$ cat config.mk
export PLATFORM = sky130hd
export DESIGN_NAME = led_ctrl
export DESIGN_NICKNAME = d
export VERILOG_FILES = /design/src/rtl/led_ctrl.sv
export SDC_FILE = /design/constraint.sdc
export NUM_CORES = 1
export LEC_CHECK = 0
export CORE_MARGIN = 3
export CORE_UTILIZATION = 50
export CTS_CLUSTER_DIAMETER = 120
export DETAILED_ROUTE_END_ITERATION = 8
export HOLD_SLACK_MARGIN = 0.02
export PLACE_DENSITY = 0.76
export REMOVE_ABC_BUFFERS = 1
export SYNTH_ARGS = -nofsm -noshare
export SYNTH_HDL_FRONTEND = slang
export SYNTH_SLANG_ARGS = --single-unit
$ cat constraint.sdc
create_clock -name clk -period 2.1 [get_ports clk]
set_input_delay 0.42 -clock clk [delete_from_list [all_inputs] [get_ports clk]]
set_output_delay 0.42 -clock clk [all_outputs]
set_load 0.01 [all_outputs]
$ cat src/rtl/led_ctrl.sv
// led_ctrl: MMIO LED controller arbitrating CPU writes and a static/blink/scroll/debug pattern engine.
// Define LED_CTRL_DEBUG_EN to enable DEBUG mode; otherwise mode 11 acts as STATIC.
module led_ctrl #(
    parameter int PRESCALE = 1000
) (
    input  logic       clk,
    input  logic       rst_n,
    input  logic       bus_wr,
    input  logic       bus_rd,
    input  logic [1:0] bus_addr,
    input  logic [7:0] bus_wdata,
    output logic [7:0] bus_rdata,
    input  logic [7:0] dbg_data,
    output logic       led_load,
    output logic [7:0] led_load_data
);
    localparam int PW = $clog2(PRESCALE);

    typedef enum logic [1:0] {
        ST_STATIC = 2'b00,
        ST_BLINK  = 2'b01,
        ST_SCROLL = 2'b10,
        ST_DEBUG  = 2'b11
    } state_t;

    state_t state_q, state_d;
    logic [7:0] data_q, data_d;
    logic [7:0] pat_q, pat_d;
    logic phase_q, phase_d;
    logic [PW-1:0] presc_q, presc_d;
    logic load_q, load_d;
    logic [7:0] load_data_q, load_data_d;
    logic [7:0] rdata_q, rdata_d;
    logic [7:0] dbg_val;
    logic [7:0] rot;
    logic wr_data, wr_ctrl, is_static, tick;

`ifdef LED_CTRL_DEBUG_EN
    localparam bit DBG_EN = 1'b1;
    assign dbg_val = dbg_data;
`else
    localparam bit DBG_EN = 1'b0;
    logic unused_dbg;
    assign dbg_val    = 8'h00;
    assign unused_dbg = ^dbg_data;
`endif

    always_comb begin
        wr_data     = bus_wr && bus_addr == 2'd0;
        wr_ctrl     = bus_wr && bus_addr == 2'd1;
        is_static   = state_q == ST_STATIC || (state_q == ST_DEBUG && !DBG_EN);
        tick        = !is_static && presc_q == PW'(PRESCALE - 1);
        rot         = {pat_q[6:0], pat_q[7]};
        state_d     = state_q;
        data_d      = data_q;
        pat_d       = pat_q;
        phase_d     = phase_q;
        presc_d     = (is_static || tick) ? '0 : presc_q + PW'(1);
        load_d      = 1'b0;
        load_data_d = load_data_q;
        rdata_d     = !bus_rd ? rdata_q :
                      bus_addr == 2'd0 ? data_q :
                      bus_addr == 2'd1 ? {6'b0, state_q} :
                      bus_addr == 2'd2 ? load_data_q : 8'h00;
        if (wr_ctrl) begin
            state_d     = state_t'(bus_wdata[1:0]);
            pat_d       = data_q;
            phase_d     = 1'b1;
            presc_d     = '0;
            load_d      = 1'b1;
            load_data_d = (DBG_EN && bus_wdata[1:0] == 2'b11) ? dbg_val : data_q;
        end else if (wr_data) begin
            data_d      = bus_wdata;
            pat_d       = bus_wdata;
            phase_d     = 1'b1;
            presc_d     = '0;
            load_d      = !(DBG_EN && state_q == ST_DEBUG);
            load_data_d = load_d ? bus_wdata : load_data_q;
        end else if (tick) begin
            // BLINK shows DATA when the phase it toggles into is on
            load_d      = 1'b1;
            phase_d     = state_q == ST_BLINK ? ~phase_q : phase_q;
            pat_d       = state_q == ST_SCROLL ? rot : pat_q;
            load_data_d = state_q == ST_BLINK ? (phase_q ? 8'h00 : data_q) :
                          state_q == ST_SCROLL ? rot : dbg_val;
        end
    end

    always_ff @(posedge clk) begin
        if (!rst_n) begin
            state_q     <= ST_STATIC;
            data_q      <= 8'h00;
            pat_q       <= 8'h00;
            phase_q     <= 1'b1;
            presc_q     <= '0;
            load_q      <= 1'b0;
            load_data_q <= 8'h00;
            rdata_q     <= 8'h00;
        end else begin
            state_q     <= state_d;
            data_q      <= data_d;
            pat_q       <= pat_d;
            phase_q     <= phase_d;
            presc_q     <= presc_d;
            load_q      <= load_d;
            load_data_q <= load_data_d;
            rdata_q     <= rdata_d;
        end
    end

    assign led_load      = load_q;
    assign led_load_data = load_data_q;
    assign bus_rdata     = rdata_q;
endmodule

Yosys cells after proc, flatten, opt, wreduce, memory -nomap -nowiden. Index checks and enable logic that the tools add are counted.

Memory bits (writable): 0. Bits in read-only memories: 0. Bits in latches: 0. Register bits after elaboration: 46. Output and inout port bits: 17. Bits of input ports: 22. Memories: 0.

Order comparisons: 0. Add/subtract/negate cells: 1. Shift-type cells: 0. Reduce and logical (&&, ||, !) cells: 15. Divide/modulo/power cells: 0. Multipliers: 0. Mux-type cells: 16. Bitwise gates (word level): 3. Equality and inequality tests: 6.

Operators with widths (number): 8-bit two-way mux (13); 10-bit by 1-bit adder with 10-bit output, second input constant (1); 10-bit equality test, second input constant (1); 2-bit equality test, second input constant (3); 2-bit AND reduction (3); 3-bit nonzero test (2); 2-bit by 1-bit equality test with 1-bit output, second input constant (2); 2-bit zero test (2); 4-bit OR reduction (1); 1-bit logical AND (3); 1-bit two-way mux (3); 1-bit inverter (3); 3-bit OR reduction (1); 1-bit logical OR (2); 1-bit zero test (1).

Longest topological paths before layout.
Depth in word-level cells: 7. Depth in mapped cells: 8. Gate-level depth less buffers: 6.

Least setup slack after synthesis. No wires, ideal clock.

Path type: register to register. Start: register state_q[0]. End: register load_data_q[1], in the netlist led_load_data[1]. Data required time: 2.013 ns. Period minus slack after synthesis: 1.642 ns. Setup slack: 0.458 ns. Cell stages (with the launch flop): 8. Arrival: 1.555 ns. Path through: dfxtp_1 inv_1 ha_1 and4b_1 a31oi_2 buf_4 nand3_1 o31ai_1.

Cells in the longest elaborated chain, start to end: 6. Elaborated cells on any way between the ends: 13. Those cells by class: eq/ne: 3; mux: 5; reduce/logical: 5.

Ends and longest elaborated chain: from (decl) (RTL line 26) `state_t state_q, state_d;`; from (signal assigned) (RTL line 100) `state_q <= state_d;`; 2-bit equality test (RTL line 85) `state_q == ST_SCROLL ? rot : dbg_val;`; 8-bit two-way mux (RTL line 85); 8-bit two-way mux (RTL line 84) `load_data_d = state_q == ST_BLINK ? (phase_q ? 8'h00 : data_q) :`; 8-bit two-way mux (RTL line 79) `end else if (tick) begin`; 8-bit two-way mux (RTL line 72) `end else if (wr_data) begin`; 8-bit two-way mux (RTL line 65) `if (wr_ctrl) begin`; to (signal assigned) (RTL line 106) `load_data_q <= load_data_d;`; to (decl) (RTL line 32) `logic [7:0] load_data_q, load_data_d;`.

Several ways; a longest one is shown, not always the timed one. The select of a mux whose other input is x is not followed. A chain may end at the register's enable or synchronous reset.

Final worst setup path.
Start: input port bus_addr[0]. End: register pat_q[7].

Cells in the longest elaborated chain, start to end: 4. Elaborated cells on any way between the ends: 9. Those cells by class: eq/ne: 1; mux: 2; reduce/logical: 6.

Ends and longest elaborated chain: from (decl) (RTL line 10) `input logic [1:0] bus_addr,`; 2-bit by 1-bit equality test with 1-bit output / 2-bit zero test (equally long branches) (RTL line 50, 49); 1-bit logical AND, on equally long branches (RTL line 50, 49); 3-bit nonzero test (no source line) / 8-bit two-way mux (equally long branches); 2-bit AND reduction (no source line) / 8-bit two-way mux (equally long branches); to (signal assigned) (RTL line 102) `pat_q <= pat_d;`; to (decl) (RTL line 28) `logic [7:0] pat_q, pat_d;`.

Several ways; a longest one is shown, not always the timed one.

==> flow_summary_export.csv <==
group,metric,value,unit
outcome,outcome,"complete, no violations",
clock_network,post_cts.resized_instances,0,
pwr,net-switching-power,0.428,mW
clock_network,cts_post_setup_buffers_inserted,0,
worst_hold_path,worstHoldStart,"presc_q[0]",
final_layout,multi_input_area,1260,um^2
worst_hold_path,hold-path-cell-count,1,
setup_path,setup.reg_to_reg.worst_slack,390,ps
detailed_routing,drt-initial-drc-count,154,
clock_network,cts_root_cell,"sky130_fd_sc_hd__clkbuf_8",
clock_network,cts_tree,"done",
global_routing,vias_in_the_first_global_route,1821,
synth,synth_seq_cells,46,
floorplan,start_util,0.523,
final_layout,drive_gt1_frac,0.120,
synth,mappedNetlistArea,2310,um^2
detailed_routing,wl_per_cell,14.4,um
timing,final_report_max_slew_violation_count,0,
synth,yosysUniqueCellTypes,37,
place,place.gp.congestion,0.773,
final_layout,synthToLayoutAreaGrowth,21.6,%
timing,max_slew.worst_pin.slew,543,ps
floorplan,x_dimension_of_the_die,73.9,um
global_routing,antenna_found_initial,0,
clock_network,clk_pin_slew_worst_paths,80,ps
timing,period_needed,1740,ps
floorplan,floorplan.die.height,73.9,um
clock_network,ctsHtreeMaxLevel,2,
synth,yosys.area.top_type_share,0.399,
synth,dominant_cells_by_area_after_synthesis,"sky130_fd_sc_hd__dfxtp_1 40%, sky130_fd_sc_hd__mux2i_1 7.8%, sky130_fd_sc_hd__o21ai_0 5.2%",
synth,avgSynthCellArea,8.71,um^2
setup_path,crit_required,2290,ps
timing,clock-skew-final,10.5,ps
clock_network,cts.hold.buffers_added,0,
clock_network,insertion_delay,310,ps
final_layout,insertedDiodeCount,0,
setup_path,r2r_end,"led_load_data[6]",
setup_path,r2r_start,"state_q[0]",
pwr,leakage_power,1.06,nW
floorplan,i_o_pin_total,39,
timing,fmax,574,MHz
timing,setup_repair_after_global_routing_missed_its_margin,"false",
timing,layout_worst_path_cycle_share,0.829,
pwr,sw_frac_of_total,0.258,
timing,relative_slew_slack,0.638,
pwr,intPower,1.23,mW
detailed_routing,drtPass1Iterations,4,
synth,sequential_share_of_the_synthesized_area,0.399,
place,placed_cells,344,
setup_path,cp-start-kind,"input port",
global_routing,maximum_number_of_pins_on_one_net_before_global_route_repair,46,
setup_path,cp_data_arrival_time,1930,ps
synth,yosysWarningCount,0,
synth,synth_cells,265,
clock_network,cts-buffers-inserted,5,
final_layout,final_nets,324,
timing,timing.final.setup_violations,0,
synth,synth_edf_count,0,
worst_hold_path,hp-class,"flop to flop",
final_layout,final_core_utilization,0.636,
detailed_routing,antenna_violating_nets_post_route,0,
synth,synth_top_flop_cell,"sky130_fd_sc_hd__dfxtp_1",
detailed_routing,via_count,1949,
pwr,comb_power_share,0.125,
final_layout,fin_cells,352,
place,port-buffer-count,30,
setup_path,reg2reg_depth,6,
floorplan,placement_rows,24,
floorplan,coreArea,4410,um^2
pwr,max-vdd-ir-drop,0.436,mV
final_layout,fillCellCount,388,
flow_run,cap_viol_max_count,0,
detailed_routing,drc_errors,0,
final_layout,final-seq-area,921,um^2
synth,library_cell_with_the_largest_summed_area_after_synthesis,"sky130_fd_sc_hd__dfxtp_1",
worst_hold_path,min_delay_worst_endpoint,"presc_q[0]",
floorplan,fp.dieArea,5470,um^2
setup_path,timing.setup.critical_path_class,"input port to flop",
clock_network,sinks_on_clock_net,46,
pwr,power_density,592,nW/um^2
detailed_routing,drt-vias-per-instance,5.54,
clock_network,max-clock-path-buffers,2,
global_routing,global_route.overflow_total,0,
timing,finalSetupTns,0,ps
global_routing,grt_use_total,0.206,
setup_path,crit_fanout,22,
global_routing,first_pass_grt_wire_length,8600,um
setup_path,kind_of_end_point_of_the_critical_path,"flop",
synth,synth_async_sr_flop_share,0,
place,final_hpwl_from_detailed_placement,3500,um
pwr,sequentialPowerShare,0.547,
timing,report.final.hold_viol_count,0,
pwr,power.clock.fraction,0.328,
detailed_routing,finalWirelength,5060,um
-- metrics by stage --
step                power (mW)  hold WS, ps  setup slack [ps]  area, um^2
floorplan                 1.02          426               378        2210
global placement          1.13          445              85.7        2720
detailed placement        1.13          448              99.0        2720
CTS                       1.67          464               346        2810
global route              1.73          495               230        2810
finish                    1.66          463               359        2810
-- layout by cell type (no fill, tap or decap), types with 2 or more instances in the layout --
master	n
sky130_fd_sc_hd__dfxtp_1	46
sky130_fd_sc_hd__nand2_1	30
sky130_fd_sc_hd__clkdlybuf4s50_1	30
sky130_fd_sc_hd__o21ai_0	24
sky130_fd_sc_hd__nor2_1	20
sky130_fd_sc_hd__mux2i_1	18
sky130_fd_sc_hd__buf_4	13
sky130_fd_sc_hd__nand3_1	11
sky130_fd_sc_hd__inv_1	10
sky130_fd_sc_hd__mux2_2	8
sky130_fd_sc_hd__o21bai_1	8
sky130_fd_sc_hd__a21boi_0	8
sky130_fd_sc_hd__nand3b_1	8
sky130_fd_sc_hd__o31ai_1	8
sky130_fd_sc_hd__xor2_1	6
sky130_fd_sc_hd__o22ai_1	6
sky130_fd_sc_hd__and2_1	6
sky130_fd_sc_hd__nor2b_1	5
sky130_fd_sc_hd__clkbuf_8	5
sky130_fd_sc_hd__xnor2_1	3
sky130_fd_sc_hd__nand4_1	3
sky130_fd_sc_hd__ha_1	3
sky130_fd_sc_hd__nand2b_1	2
sky130_fd_sc_hd__o211ai_1	2
sky130_fd_sc_hd__o211a_1	2
sky130_fd_sc_hd__buf_12	2
-- cells in the mapped netlist, types with 2 or more instances --
library cell,instances
sky130_fd_sc_hd__xnor2_1,3
sky130_fd_sc_hd__mux2_2,8
sky130_fd_sc_hd__o21bai_1,8
sky130_fd_sc_hd__nor2_1,20
sky130_fd_sc_hd__buf_4,4
sky130_fd_sc_hd__nor2b_1,5
sky130_fd_sc_hd__inv_1,10
sky130_fd_sc_hd__nand2_1,30
sky130_fd_sc_hd__xor2_1,6
sky130_fd_sc_hd__nand4_1,3
sky130_fd_sc_hd__nand3b_1,8
sky130_fd_sc_hd__a21boi_0,8
sky130_fd_sc_hd__mux2i_1,18
sky130_fd_sc_hd__o211a_1,2
sky130_fd_sc_hd__clkbuf_1,8
sky130_fd_sc_hd__buf_1,2
sky130_fd_sc_hd__ha_1,3
sky130_fd_sc_hd__o211ai_1,2
sky130_fd_sc_hd__o21ai_0,24
sky130_fd_sc_hd__dfxtp_1,46
sky130_fd_sc_hd__buf_2,3
sky130_fd_sc_hd__and2_1,6
sky130_fd_sc_hd__nand2b_1,2
sky130_fd_sc_hd__o31ai_1,8
sky130_fd_sc_hd__o22ai_1,6
sky130_fd_sc_hd__nand3_1,11
-- cells by family (layout without fill, tap and decap cells) --
| kind of cell | Yosys count | count (layout) | synth area share |
|---|---|---|---|
| DFF | 46 | 46 | 0.399 |
| and+or+nand+nor | 93 | 93 | 0.206 |
| buffers and inverters | 28 | 63 | 0.0569 |
| AOI/OAI and AO/OA | 60 | 60 | 0.171 |
| xor gates and xnor gates | 9 | 9 | 0.0341 |
| adders and majority gates | 3 | 3 | 0.0163 |
| muxes | 26 | 26 | 0.117 |
-- worst max path at each step --
| stage | startpoint | end | slack (ps) | depth (start not counted) |
|---|---|---|---|---|
| after CTS | bus_addr[0] | pat_q[7] | 350 | 6 |
| after detailed placement | bus_addr[0] | pat_q[4] | 100 | 6 |
| after global placement | bus_addr[0] | pat_q[5] | 90 | 6 |
| after floorplan | bus_wr | led_load_data[5] | 380 | 4 |
| final | bus_addr[0] | pat_q[7] | 360 | 6 |
| after global routing | bus_addr[0] | pat_q[2] | 230 | 6 |
-- registers in the layout (all words and copies together), names as in the netlist --
| name | count |
|---|---|
| bus_rdata | 8 |
| data_q | 8 |
| led_load | 1 |
| led_load_data | 8 |
| pat_q | 8 |
| phase_q | 1 |
| presc_q | 10 |
| state_q | 2 |
-- layout make-up --
cell class	count	share of cell area
clock inverter	3	0.00758
clock buffer	5	0.0245
inverter	10	0.0134
timing repair buffer	45	0.156
tap	52	0.0232
sequential	46	0.328
multi-input combinational	191	0.447
-- worst max-delay path, cell delays in order --
cell and delay (ps):
sky130_fd_sc_hd__clkdlybuf4s50_1 500, sky130_fd_sc_hd__buf_12 170, sky130_fd_sc_hd__mux2_2 350, sky130_fd_sc_hd__o21ai_0 240, sky130_fd_sc_hd__o21bai_1 160, sky130_fd_sc_hd__mux2i_1 80
-- metal layers --
metal,track usage,vias up,share of wire
li1,-,991,-
met1,0.272,907,0.47
met2,0.325,43,0.47
met3,0.0405,8,0.047
met4,0.0946,0,0.017
met5,0,-,0
-- power groups by stage --
stage / Sequential (mW) / Combinational [mW] / Clock [mW]
6_report: 0.909 / 0.207 / 0.545
5_1_grt: 0.911 / 0.227 / 0.591
4_1_cts: 0.908 / 0.208 / 0.556
3_5_place_dp: 0.929 / 0.205 / 0
3_3_place_gp: 0.928 / 0.203 / 0
2_1_floorplan: 0.929 / 0.0880 / 0
No activity file was read; power rests on OpenSTA's default activity.
